--- src/rtl/bscan_pkg.sv ---
// Shared types and width helpers for the bitstream scan arbiter.
// State encoding is fixed at 2 bits so checkers can bind to it directly.
package bscan_pkg;

  typedef enum logic [1:0] {
    IDLE   = 2'd0,
    LOAD   = 2'd1,
    SHIFT  = 2'd2,
    REPORT = 2'd3
  } state_t;

  function automatic int cnt_w(input int width);
    return $clog2(width + 1);
  endfunction

  function automatic int id_w(input int nreq);
    return (nreq > 1) ? $clog2(nreq) : 1;
  endfunction

endpackage

--- src/rtl/scan_window.sv ---
// PLEN-bit sliding window, fill counter and pattern compare for one serial stream.
// BSCAN_OVERLAP_EN keeps the window after a hit; otherwise fill restarts so hits never overlap.
module scan_window
  import bscan_pkg::*;
#(
  parameter int PLEN = 4
) (
  input  logic            ck,
  input  logic            rs,
  input  logic            clr,
  input  logic            en,
  input  logic            x,
  input  logic [PLEN-1:0] pattern,
  output logic            hit
);

  localparam int FW = cnt_w(PLEN);

  logic [PLEN-1:0] window;
  logic [PLEN-1:0] win_base;
  logic [PLEN-1:0] win_nxt;
  logic [FW-1:0]   fill;
  logic [FW-1:0]   fill_base;
  logic [FW-1:0]   fill_nxt;

  // clr and en may coincide: the first bit enters an already-cleared window.
  always_comb begin
    win_base  = clr ? '0 : window;
    fill_base = clr ? '0 : fill;
    win_nxt   = (win_base << 1) | PLEN'(x);
    fill_nxt  = (fill_base == FW'(PLEN)) ? fill_base : fill_base + 1'b1;
    hit       = en && (fill_nxt == FW'(PLEN)) && (win_nxt == pattern);
  end

  always_ff @(posedge ck or posedge rs) begin
    if (rs) begin
      window <= '0;
      fill   <= '0;
    end else if (en) begin
      window <= win_nxt;
`ifdef BSCAN_OVERLAP_EN
      fill   <= fill_nxt;
`else
      fill   <= hit ? '0 : fill_nxt;
`endif
    end else if (clr) begin
      window <= '0;
      fill   <= '0;
    end
  end

endmodule

--- src/rtl/bitstream_scan_arbiter.sv ---
// Round-robin arbiter sharing one MSB-first serial pattern-scan engine among NREQ requesters.
// Overlapping-match counting is selected with the BSCAN_OVERLAP_EN macro (see scan_window).
module bitstream_scan_arbiter
  import bscan_pkg::*;
#(
  parameter int NREQ  = 2,
  parameter int WIDTH = 8,
  parameter int PLEN  = 4
) (
  input  logic                      ck,
  input  logic                      rs,
  input  logic [NREQ-1:0]           req,
  input  logic [NREQ*WIDTH-1:0]     data,
  input  logic [PLEN-1:0]           pattern,
  output logic [NREQ-1:0]           gnt,
  output logic                      busy,
  output logic                      done,
  output logic [id_w(NREQ)-1:0]     done_id,
  output logic [cnt_w(WIDTH)-1:0]   match_cnt,
  output logic                      ser_x,
  output logic                      ser_y
);

  localparam int IW = id_w(NREQ);
  localparam int CW = cnt_w(WIDTH);

  state_t          state;
  state_t          state_nxt;
  logic [IW-1:0]   ptr;
  logic [IW-1:0]   sel;
  logic [IW-1:0]   pick;
  logic            pick_valid;
  logic [WIDTH-1:0] word;
  logic [WIDTH-1:0] sh;
  logic [PLEN-1:0] pat_q;
  logic [PLEN-1:0] pat_cur;
  logic [CW-1:0]   bit_cnt;
  logic [CW-1:0]   cnt;
  logic            last_bit;
  logic            shift_en;
  logic            x;
  logic            hit;

  // Lowest index above ptr wins; if none, lowest index at or below ptr (wrap).
  always_comb begin
    pick       = '0;
    pick_valid = 1'b0;
    for (int j = NREQ - 1; j >= 0; j--) begin
      if (req[j] && IW'(j) <= ptr) begin
        pick       = IW'(j);
        pick_valid = 1'b1;
      end
    end
    for (int j = NREQ - 1; j >= 0; j--) begin
      if (req[j] && IW'(j) > ptr) begin
        pick       = IW'(j);
        pick_valid = 1'b1;
      end
    end
  end

  always_comb begin
    word = '0;
    for (int j = 0; j < NREQ; j++) begin
      if (sel == IW'(j)) word = data[j*WIDTH +: WIDTH];
    end
  end

  // The first bit is shifted on the LOAD edge so SHIFT spans exactly WIDTH cycles.
  assign last_bit = (bit_cnt == CW'(WIDTH - 1));
  assign shift_en = (state == LOAD) || (state == SHIFT && !last_bit);
  assign x        = (state == LOAD) ? word[WIDTH-1] : sh[WIDTH-1];
  assign pat_cur  = (state == LOAD) ? pattern : pat_q;

  scan_window #(.PLEN(PLEN)) u_window (
    .ck      (ck),
    .rs      (rs),
    .clr     (state == LOAD),
    .en      (shift_en),
    .x       (x),
    .pattern (pat_cur),
    .hit     (hit)
  );

  always_ff @(posedge ck or posedge rs) begin
    if (rs) state <= IDLE;
    else    state <= state_nxt;
  end

  always_comb begin
    state_nxt = state;
    unique case (state)
      IDLE:    if (pick_valid) state_nxt = LOAD;
      LOAD:    state_nxt = SHIFT;
      SHIFT:   if (last_bit) state_nxt = REPORT;
      REPORT:  state_nxt = IDLE;
      default: state_nxt = IDLE;
    endcase
  end

  always_ff @(posedge ck or posedge rs) begin
    if (rs) begin
      ptr       <= IW'(NREQ - 1);
      sel       <= '0;
      gnt       <= '0;
      busy      <= 1'b0;
      done      <= 1'b0;
      done_id   <= '0;
      match_cnt <= '0;
      ser_x     <= 1'b0;
      ser_y     <= 1'b0;
      sh        <= '0;
      pat_q     <= '0;
      bit_cnt   <= '0;
      cnt       <= '0;
    end else begin
      gnt   <= '0;
      done  <= 1'b0;
      ser_x <= 1'b0;
      ser_y <= 1'b0;
      busy  <= (state_nxt != IDLE);
      unique case (state)
        IDLE: begin
          if (pick_valid) begin
            sel <= pick;
            gnt <= NREQ'(1) << pick;
          end
        end
        LOAD: begin
          ptr     <= sel;
          pat_q   <= pattern;
          sh      <= word << 1;
          bit_cnt <= '0;
          cnt     <= CW'(hit);
          ser_x   <= x;
          ser_y   <= hit;
        end
        SHIFT: begin
          if (!last_bit) begin
            sh      <= sh << 1;
            bit_cnt <= bit_cnt + 1'b1;
            cnt     <= cnt + CW'(hit);
            ser_x   <= x;
            ser_y   <= hit;
          end else begin
            done      <= 1'b1;
            done_id   <= sel;
            match_cnt <= cnt;
          end
        end
        default: ;
      endcase
    end
  end

endmodule

--- config.mk ---
export PLATFORM = sky130hd
export DESIGN_NAME = bitstream_scan_arbiter
export DESIGN_NICKNAME = d
export VERILOG_FILES = /design/src/rtl/bscan_pkg.sv /design/src/rtl/scan_window.sv /design/src/rtl/bitstream_scan_arbiter.sv
export SDC_FILE = /design/constraint.sdc
export NUM_CORES = 1
export LEC_CHECK = 0
export CORE_MARGIN = 2
export CORE_UTILIZATION = 47
export DETAILED_ROUTE_END_ITERATION = 12
export PLACE_DENSITY = 0.78
export SYNTH_ARGS = -nofsm -noshare
export SYNTH_HDL_FRONTEND = slang
export SYNTH_HIERARCHICAL = 1
export SYNTH_SLANG_ARGS = --single-unit
--- constraint.sdc ---
create_clock -name ck -period 2.8 [get_ports ck]
set_clock_uncertainty 0.15 [all_clocks]
set_input_delay 0.56 -clock ck [delete_from_list [all_inputs] [get_ports ck]]
set_output_delay 0.56 -clock ck [all_outputs]
set_load 0.05 [all_outputs]
Word level (Yosys, flattened, before mapping)
Cells that the tools add are included. W data, S select, Z words.

$add $sub $neg: 3. Order comparisons: 4. Equal/unequal tests: 8. Shift operators: 1. Muxes and demuxes: 33. Bitwise operators: 1. Reductions and logical operators: 15.

Operator list (number): $mux W3 (6); $mux W8 (2); $pmux W4 S2 (2); $pmux W8 S2 (1); $mux W1 (12); $mux W4 (3); $mux W2 (4); $pmux W2 S4 (1); $logic_and A1 B1 Y1 (7); $eq A3 B3 Y1 const B (2); $reduce_and A2 Y1 (3); $add A4 B1 Y4 (1); $add A4 B1 Y4 const B (1); $eq A2 B2 Y1 const B (2); $eq A4 B3 Y1 const B (1); $eq A4 B4 Y1 (1); $or A4 B1 Y4 (1); $pmux W1 S2 (2); $reduce_bool A2 Y1 (2); $add A3 B1 Y3 const B (1); $eq A2 B1 Y1 const B (1); $gt A1 B1 Y1 const A (2); $le A1 B1 Y1 const A (2); $logic_not A2 Y1 (1); other kinds (4) (4).

Register bits: 41. Input bits: 24. Output and inout port bits: 11. Word-level logic and storage cells: 81.

Logic depth before layout (Yosys ltp)
Gate-level depths: netlist of the first run.

Depth after elaboration: 10. Gate-level depth with buffers: 13. Depth with buffers taken out: 12.

By module
The synthesis of the first run kept the hierarchy.

By module, submodules not included: bitstream_scan_arbiter (times used 1, cells an instance 127, area an instance 1580.3 um^2, sequential area each 852.1 um^2); scan_window (times used 1, cells an instance 44, area an instance 419.2 um^2, sequential area each 150.1 um^2).

Worst setup path after synthesis of the first run
No wires, ideal clock.

Kind: reg2reg. Start point: register state[1]. End point: register cnt[0]. Setup time: 125 ps. Data arrival time: 2684 ps. Required time: 2525 ps. Slack: -158 ps. Cell stages (with the launch flop): 11. Path buffers: 1. Clock period less this slack: 2958 ps. Path through: dfrtp_1 -> inv_1 -> ha_1 -> clkbuf_1 -> mux2_2 -> xnor2_1 -> nand3_1 -> nor3_1 -> ha_1 -> mux2_2 -> mux2_2.

Elaborated cells between the ends (all ways): 22. Those cells by class: add/sub: 2; eq/ne: 6; mux: 7; bitwise: 1; reduce/logical: 6.

RTL lines: start, declared (line bitstream_scan_arbiter.sv:27) `state_t state;`; start signal, assigned (line bitstream_scan_arbiter.sv:87) `else state <= state_nxt;`; $eq A2 B1 Y1 * (line bitstream_scan_arbiter.sv:73) `assign pat_cur = (state == LOAD) ? pattern : pat_q;`; $mux W4 *; via pat_cur[1] (line bitstream_scan_arbiter.sv:36) `logic [PLEN-1:0] pat_cur;`; $eq A4 B4 Y1 * (line scan_window.sv:32) `hit = en && (fill_nxt == FW'(PLEN)) && (win_nxt == pattern);`; $logic_and A1 B1 Y1 * (line scan_window.sv:32); via hit (line bitstream_scan_arbiter.sv:42) `logic hit;`; $add A4 B1 Y4 (line bitstream_scan_arbiter.sv:142) `cnt <= cnt + CW'(hit);`; $mux W4 (line bitstream_scan_arbiter.sv:139) `if (!last_bit) begin`; $pmux W4 S2 * (line bitstream_scan_arbiter.sv:122) `unique case (state)`; end signal, assigned (line bitstream_scan_arbiter.sv:134) `cnt <= CW'(hit);`; end signal, assigned (line bitstream_scan_arbiter.sv:142); end, declared (line bitstream_scan_arbiter.sv:38) `logic [CW-1:0] cnt;`.

Mark *: on every way through the listed nets, which the timed path passes. The rest lies on a longest branch. The select of a mux whose other input is x is not followed. A chain may end at the register's enable or synchronous reset.

Worst setup path after layout of the first run
Same ends and word-level chain as after synthesis.

==> impl_metrics.toml, run 1 <==
[status]
status = "finished, final reports clean"

[route]
vias = 1467
drt_iter0_drc = 94
dr.pass1.iters = 2
drc_errors = 0
wl_per_cell_um = 14.7
drtAntennaViolNets = 0
vias_per_cell = 5.35
wl_um = 4020

[timing]
timing.final.crit_share_pct = 96.6
hold_ws_ns = 0.344
relSlewSlack_pct = 66.4
slew_viol_final = 0
tightest_slew_ns = 0.502
period_needed_ns = 2.70
clock.fmax_ghz = 0.370
finalSetupViolCount = 0
hold_viol = 0

[clocking]
cts.sinks = 40
clockBufferDepth = 2
cts.clk_slew.worst_paths_ns = 0.08
cts_max_level = 2
cts_tree = "yes"
clock-root-buffer = "clkbuf_8"
cts_made_buffers = 5
insertion_delay_ns = 0.29

[setup_path]
critPathBufInv = 2
cp_common_cell = "mux2_2"
slowest_stage = "dfrtp_1"
worstSetupPathType = "reg2reg"
critPathLaunchType = "flop"
required_ns = 2.83
slowest_delay_ns = 0.40
crit_path_max_fanout = 8
arrival_ns = 2.73
path_cells = "inv_2 > ha_4 > buf_4 > mux2_2 > xnor2_2 > nand3_1 > nor3_2 > ha_1 > mux2_2 > mux2_2"
endpoint_kind = "flop"
crit_family = "multiplexers"

[yosys]
async_flop_share_pct = 100
mappedNetlistArea_um2 = 2000
ys_top_cells_by_area = "dfrtp_1, mux2_2, ha_1"
synth_nets = 204
yosysWarningCount = 6
synth.top_cell.area_share_pct = 48.8
synth_cells = 171
synth_edf_count = 0
yosys.area.top_type = "dfrtp_1"
synth_ff_type = "dfrtp_1"
ys_types = 44
yosysSeqAreaShare_pct = 50.1
syn-mean-instance-area_um2 = 11.7
ys_ff_latch = 40

[final_layout]
syn_to_final_growth_pct = 32.0
postLayoutCoreUtil_pct = 65.1
nFillCells = 306
antenna_cells = 0
layout.nets = 256
final_cell_area_um2 = 2640
final_layout_size_suffix_gt1_share_pct = 25.4

[global_route]
grt_pass1_vias = 1611
grt_usage_pct = 19.0
antenna_found_initial = 0
grt_pass1_wl_um = 7180
grt-ovfl-total = 0
grt_max_degree = 35

[floorplanning]
core-area_um2 = 4060
ios = 35
chipWidth_um = 69.2
row_count = 23
die_h_um = 69.2
dieArea_um2 = 4790
start_util_pct = 49.3

[place]
io_buffers = 34
place.gp.congestion = 0.864
place_hpwl_um = 2920
place_area_um2 = 2460

[pwr]
ir_worst_vdd_v = 0.000516
p_leak_nw = 1.27
total_power_w = 0.00279
power.density_nw_per_um2 = 1060

[flow_run]
cap_violations = 0

[min_path]
hp-class = "reg2reg"
routing by layer:
metal  vias to the layer above  GRT usage, %  part of all wire (%)  wire length, um
met4                         0          8.50                   2.0               79
met3                         5          6.10                   4.3              172
li1                        715             -                     -                -
met1                       721          20.7                    41             1630
met5                         -             0                     0                0
met2                        26          33.7                    53             2130
stage by stage:
stage                     TNS (ns)  instances  setup slack, ns
after floorplan                  0        171           0.0457
after CTS                        0        271           0.0201
after detailed placement    -0.171        262           -0.128
after global placement     -0.0452        262          -0.0452
after global routing       -0.0228        274          -0.0228
final                            0        274           0.0960
state kept, by name, indices dropped and copies added, names as in the netlist, 2 cells and up:
name and flops:
match_cnt 4, pat_q 4, gnt 2, cnt 4
state 2, u_window/window 3, u_window/fill 3, sh 7
bit_cnt 4
placed cells by master, fill, tap and decap left out, drive strengths merged, types with 3 or more instances in the layout:
cell type,instances
ha,9
nand2,10
mux2,12
mux2i,11
o211ai,3
o21ai,5
a21oi,5
xnor2,4
nand4,4
a22o,3
buf,18
a221o,6
clkbuf,8
inv,9
dfrtp,39
nor2,15
clkdlybuf4s50,34
final timing paths:
| kind | from | to | slack [ns] | depth (start not counted) |
|---|---|---|---|---|
| hold reg to reg | cnt[3]$_DFFE_PP0P_ | cnt[3]$_DFFE_PP0P_ | 0.34 | 1 |
| min in group asynchronous | rs | u_window/window[2]$_DFF_PP0_ | 0.36 | 2 |
| hold / removal | cnt[3]$_DFFE_PP0P_ | cnt[3]$_DFFE_PP0P_ | 0.34 | 1 |
| max in group asynchronous | rs | ptr$_DFFE_PP1N_ | 1.62 | 3 |
| setup reg to reg | state[1]$_DFF_PP0_ | cnt[0]$_DFFE_PP0P_ | 0.1 | 10 |
| setup / recovery | state[1]$_DFF_PP0_ | cnt[0]$_DFFE_PP0P_ | 0.1 | 10 |
cell usage after synthesis, types with 3 or more instances:
cell type / n
dfrtp_1: 39
nor2_1: 15
mux2_2: 12
mux2i_1: 11
nand2_1: 10
ha_1: 9
inv_1: 9
a21oi_1: 5
a221o_1: 4
nand4_1: 4
o21ai_0: 4
xnor2_1: 4
buf_6: 3
o211ai_1: 3
final cells by class:
cell class	count	area [um^2]	share of cell area [%]
clock buffers	8	100	3.79
well taps	50	62.6	2.37
multi-input cells	115	966	36.6
inverters	9	33.8	1.28
repair buffers	52	475	18.0
flip-flops and latches	40	1000	38.0
what timing repair did:
| action | CTS | global route |
|---|---|---|
| resized for setup | 1 | 9 |
| pin swaps | 1 | 1 |
| setup endpoints to repair | 3 | 4 |
| hold buffers | 0 | 0 |
| setup buffers | 1 | 3 |
cells by family after synthesis:
logic type               synth area share [%]
buffers and inverters                    4.38
XOR/XNOR                                 1.75
AND/OR/NAND/NOR                          13.5
AO/OA/AOI/OAI                            12.4
adder cells (fa/ha/maj)                  5.63
multiplexers                             12.3
flip-flops                               50.1
power breakdown:
part / internal [W] / total [W] / leakage, nW / switching (W)
Combinational: 0.000714 / 0.00146 / 0.704 / 0.000747
Sequential: 0.000783 / 0.000916 / 0.517 / 0.000133
Clock: 0.000225 / 0.000414 / 0.0515 / 0.000190
No activity file was read; power rests on OpenSTA's default activity.
==> run 2, diff against run 1 <==
- CORE_UTILIZATION: 47 -> 52
- CTS_CLUSTER_DIAMETER: unset -> 120
- PLACE_DENSITY: 0.78 -> 0.82
- SLEW_MARGIN: unset -> 15
- clock period: 2.8 -> 3.1 ns (I/O delays scaled with it)
==> impl_metrics.toml, run 2 (synthesis gave the netlist of run 1 again) <==
[status]
status = "finished, final reports clean"

[place]
io_buffers = 34
place_hpwl_um = 3000
place.gp.congestion = 0.760
preCtsSetupSlack_ns = 0.0400

[route]
vias_per_cell = 5.63
wl_per_cell_um = 15.9
vias = 1457
drt_iter0_drc = 78
drtAntennaViolNets = 0
wl_um = 4110
drc_errors = 0
dr.pass1.iters = 4

[clocking]
cts_max_level = 2
cts_tree = "yes"
clock-root-buffer = "clkbuf_8"
cts.sinks = 40
insertion_delay_ns = 0.30
clockBufferDepth = 2
cts.clk_slew.worst_paths_ns = 0.08
hold_buffers = 0
cts_made_buffers = 5

[global_route]
grt_max_degree = 35
antenna_found_initial = 0
grt_usage_pct = 21.1
grt_pass1_wl_um = 6790
grt_pass1_vias = 1522
grt-ovfl-total = 0

[setup_path]
reg2reg_slack_ns = 0.22
crit_path_max_fanout = 10
required_ns = 3.14
critPathLaunchType = "flop"
worstSetupPathType = "reg2reg"
endpoint_kind = "flop"
arrival_ns = 2.92

[floorplanning]
ios = 35
start_util_pct = 54.2
core-area_um2 = 3690
chipWidth_um = 66.0
dieArea_um2 = 4360
die_h_um = 66.0
row_count = 22

[pwr]
internal-power_w = 0.00146
p_leak_nw = 1.19
p_sw_share_pct = 39.6
power_switching_w = 0.000956
pwr-share-clk_pct = 17.7
power.density_nw_per_um2 = 966
pwr-share-comb_pct = 48.2
p_seq_share_pct = 34.1
ir_worst_vdd_v = 0.000503

[timing]
hold_viol = 0
clock.fmax_ghz = 0.347
period_needed_ns = 2.88
fin_ws_ns = 0.221
relSlewSlack_pct = 64.3
hold_ws_ns = 0.354
timing.final.crit_share_pct = 92.9
slew_viol_final = 0
rsz0062_at_grt = "no"
tightest_slew_ns = 0.534
setup_tns_ns = 0
finalSetupViolCount = 0

[final_layout]
layout_common_cells = "dfrtp_1, clkdlybuf4s50_1, nor2_1"
nFillCells = 268
largest_register_ffs = 7
final_layout_size_suffix_gt1_share_pct = 18.5
antenna_cells = 0
syn_to_final_growth_pct = 25.2
layout.nets = 243
postLayoutCoreUtil_pct = 67.8
multi_input_area_um2 = 917
final_common_cell = "dfrtp_1"
top_register = "sh"
seqCellArea_um2 = 1000

[min_path]
hp-class = "reg2reg"

[flow_run]
cap_violations = 0
run 2: metal layers:
layer | part of all wire (%) | GRT usage [%] | vias up
li1 | - | - | 688
met1 | 40 | 23.5 | 710
met2 | 50 | 36.2 | 48
met3 | 7.5 | 7.50 | 11
met4 | 2.5 | 9.18 | 0
met5 | 0 | 0 | -
run 2: layout make-up:
cell class | instances | share of cell area (%)
Sequential cell | 40 | 40.0
Clock buffer | 5 | 2.75
Multi-Input combinational cell | 115 | 36.7
Inverter | 9 | 1.35
Tap cell | 48 | 2.40
Clock inverter | 3 | 1.70
Timing Repair Buffer | 39 | 15.1
run 2: worst max-delay path: stages (launching register included):
cell,delay (ns)
dfrtp_1,0.38
inv_1,0.10
ha_2,0.30
and2b_1,0.23
inv_1,0.09
ha_1,0.22
nand4bb_1,0.14
o211ai_1,0.13
nor3_2,0.23
ha_1,0.26
mux2_2,0.26
mux2_2,0.26
run 2: metrics by stage:
| step | cell area [um^2] | instances | total power [W] |
|---|---|---|---|
| finish | 2500 | 259 | 0.00242 |
| global route | 2500 | 259 | 0.00258 |
| CTS | 2490 | 259 | 0.00242 |
| detailed placement | 2380 | 251 | 0.00199 |
| global placement | 2380 | 251 | 0.00192 |
| floorplan | 2000 | 171 | 0.00172 |
run 2: path summary, 6_finish.rpt:
| check | start | endpoint | depth (start not counted) |
|---|---|---|---|
| worst max-delay path | state[1]$_DFF_PP0_ | cnt[0]$_DFFE_PP0P_ | 11 |
| worst min-delay path | cnt[3]$_DFFE_PP0P_ | cnt[3]$_DFFE_PP0P_ | 1 |
| worst max register to register | state[1]$_DFF_PP0_ | cnt[0]$_DFFE_PP0P_ | 11 |
| worst min register to register | cnt[3]$_DFFE_PP0P_ | cnt[3]$_DFFE_PP0P_ | 1 |
| max in group asynchronous | rs | ptr$_DFFE_PP1N_ | 3 |
| min in group asynchronous | rs | u_window/window[0]$_DFF_PP0_ | 2 |
run 2: power groups by stage:
stage	registers [W]	logic (W)	clock network [W]
after floorplan	0.000916	0.000808	0
after global placement	0.000817	0.00110	0
after detailed placement	0.000837	0.00116	0
after CTS	0.000826	0.00117	0.000431
after global routing	0.000845	0.00127	0.000463
final	0.000825	0.00116	0.000428
run 2: repair_timing:
item / 4_1_cts / 5_1_grt
resized for setup: 0 / 2
setup buffers: 0 / 0
endpoints found under the setup margin: 0 / 4
==> run 3, diff against run 2 <==
- GPL_TIMING_DRIVEN: unset -> 0
==> impl_metrics.toml, run 3 (synthesis gave the netlist of run 1 again) <==
[global_route]
antenna_found_initial = 0
grt_pass1_wl_um = 6920
grt_usage_pct = 21.1
grt-ovfl-total = 0
grt_pass1_vias = 1541
grt_max_degree = 35

[setup_path]
path_cells = "inv_1 > ha_4 > clkbuf_4 > mux2_2 > xnor2_1 > nand3_1 > nor3_2 > ha_1 > mux2_2 > mux2_2"
slowest_delay_ns = 0.38
required_ns = 3.13
slowest_stage = "dfrtp_1"
endpoint_kind = "flop"
critPathBufInv = 2
critPathLaunchType = "flop"
crit_family = "multiplexers"
arrival_ns = 3.02
crit_path_max_fanout = 10
worstSetupPathType = "reg2reg"
cp_common_cell = "mux2_2"

[status]
status = "finished, final reports clean"

[pwr]
power.density_nw_per_um2 = 969
p_leak_nw = 1.21
ir_worst_vdd_v = 0.000497

[route]
drt_iter0_drc = 89
dr.pass1.iters = 4
vias_per_cell = 5.55
drtAntennaViolNets = 0
wl_um = 4150
drc_errors = 0
wl_per_cell_um = 15.8
vias = 1459

[final_layout]
layout.nets = 247
final_layout_size_suffix_gt1_share_pct = 19.5
antenna_cells = 0
syn_to_final_growth_pct = 27.2
layout_common_cells = "dfrtp_1, clkdlybuf4s50_1, nor2_1"
final_common_cell = "dfrtp_1"
largest_register_ffs = 7
final_cell_area_um2 = 2540
top_register = "sh"

[timing]
setup_tns_ns = 0
timing.final.crit_share_pct = 96.3
tightest_slew_ns = 0.713
slew_viol_final = 0
period_needed_ns = 2.99
finalSetupViolCount = 0
relSlewSlack_pct = 52.4
hold_viol = 0
clock.fmax_ghz = 0.335

[clocking]
cts.sinks = 40
cts.clk_slew.worst_paths_ns = 0.08
cts_tree = "yes"
cts_max_level = 2
cts_made_buffers = 5
hold_buffers = 0
insertion_delay_ns = 0.29
clockBufferDepth = 2
clock-root-buffer = "clkbuf_8"

[place]
place.gp.congestion = 0.779
place_area_um2 = 2400
place_hpwl_um = 2990
io_buffers = 34

[floorplanning]
core-area_um2 = 3690
die_h_um = 66.0
dieArea_um2 = 4360
chipWidth_um = 66.0
start_util_pct = 54.2
row_count = 22
ios = 35

[min_path]
hp-class = "reg2reg"

[flow_run]
cap_violations = 0
run 3: worst reg2reg max path: stages (launching register included):
cell and delay, ns:
dfrtp_1 0.38, inv_1 0.15, ha_4 0.20, clkbuf_4 0.21, mux2_2 0.37, xnor2_1 0.24, nand3_1 0.13, nor3_2 0.25
ha_1 0.26, mux2_2 0.26, mux2_2 0.27
run 3: per-stage QoR:
step	util, %	setup slack [ns]	total power [W]	hold slack [ns]	std cells
after global placement	65.1	-0.171	0.00196	0.321	253
after global routing	69.0	-0.0534	0.00263	0.366	263
final	69.0	0.113	0.00246	0.342	263
after CTS	68.2	0.0550	0.00245	0.344	261
after detailed placement	65.1	-0.226	0.00203	0.328	253
after floorplan	-	0.142	0.00172	0.261	171
run 3: final timing paths:
| path | startpoint | end | slack [ns] | cells after the start |
|---|---|---|---|---|
| worst max-delay path | state[1]$_DFF_PP0_ | cnt[0]$_DFFE_PP0P_ | 0.11 | 10 |
| worst min-delay path | cnt[3]$_DFFE_PP0P_ | cnt[3]$_DFFE_PP0P_ | 0.34 | 1 |
| worst max register to register | state[1]$_DFF_PP0_ | cnt[0]$_DFFE_PP0P_ | 0.11 | 10 |
| worst min register to register | cnt[3]$_DFFE_PP0P_ | cnt[3]$_DFFE_PP0P_ | 0.34 | 1 |
| max in group asynchronous | rs | bit_cnt[3]$_DFFE_PP0P_ | 1.70 | 2 |
| min in group asynchronous | rs | u_window/fill[2]$_DFF_PP0_ | 0.43 | 2 |
run 3: layer usage:
metal  global-route usage (%)  wire, um  vias up
met3                     5.79       248        4
met2                     37.8      2140       40
li1                         -         -      700
met5                        0         0        -
met4                     5.36        38        0
met1                     25.0      1730      715
run 3: power by group:
part | switching [W] | internal, W | total [W]
Combinational | 0.000663 | 0.000559 | 0.00122
Sequential | 0.000119 | 0.000708 | 0.000827
Clock | 0.000176 | 0.000239 | 0.000414
run 3: cell type report:
type | count | area [um^2]
Sequential cell | 40 | 1000
Buffer | 7 | 57.6
Tap cell | 48 | 60.1
Timing Repair Buffer | 36 | 355
Clock inverter | 2 | 35.0
Multi-Input combinational cell | 115 | 927
Clock buffer | 6 | 72.6
Inverter | 9 | 33.8
Fill cell | 279 | 1140
run 3: repair_timing:
item                                    4_1_cts  5_1_grt
endpoints found under the setup margin        4        3
resized for setup                             3        4
cloned                                        0        0
pin swaps                                     0        1
buffers inserted                              0        2
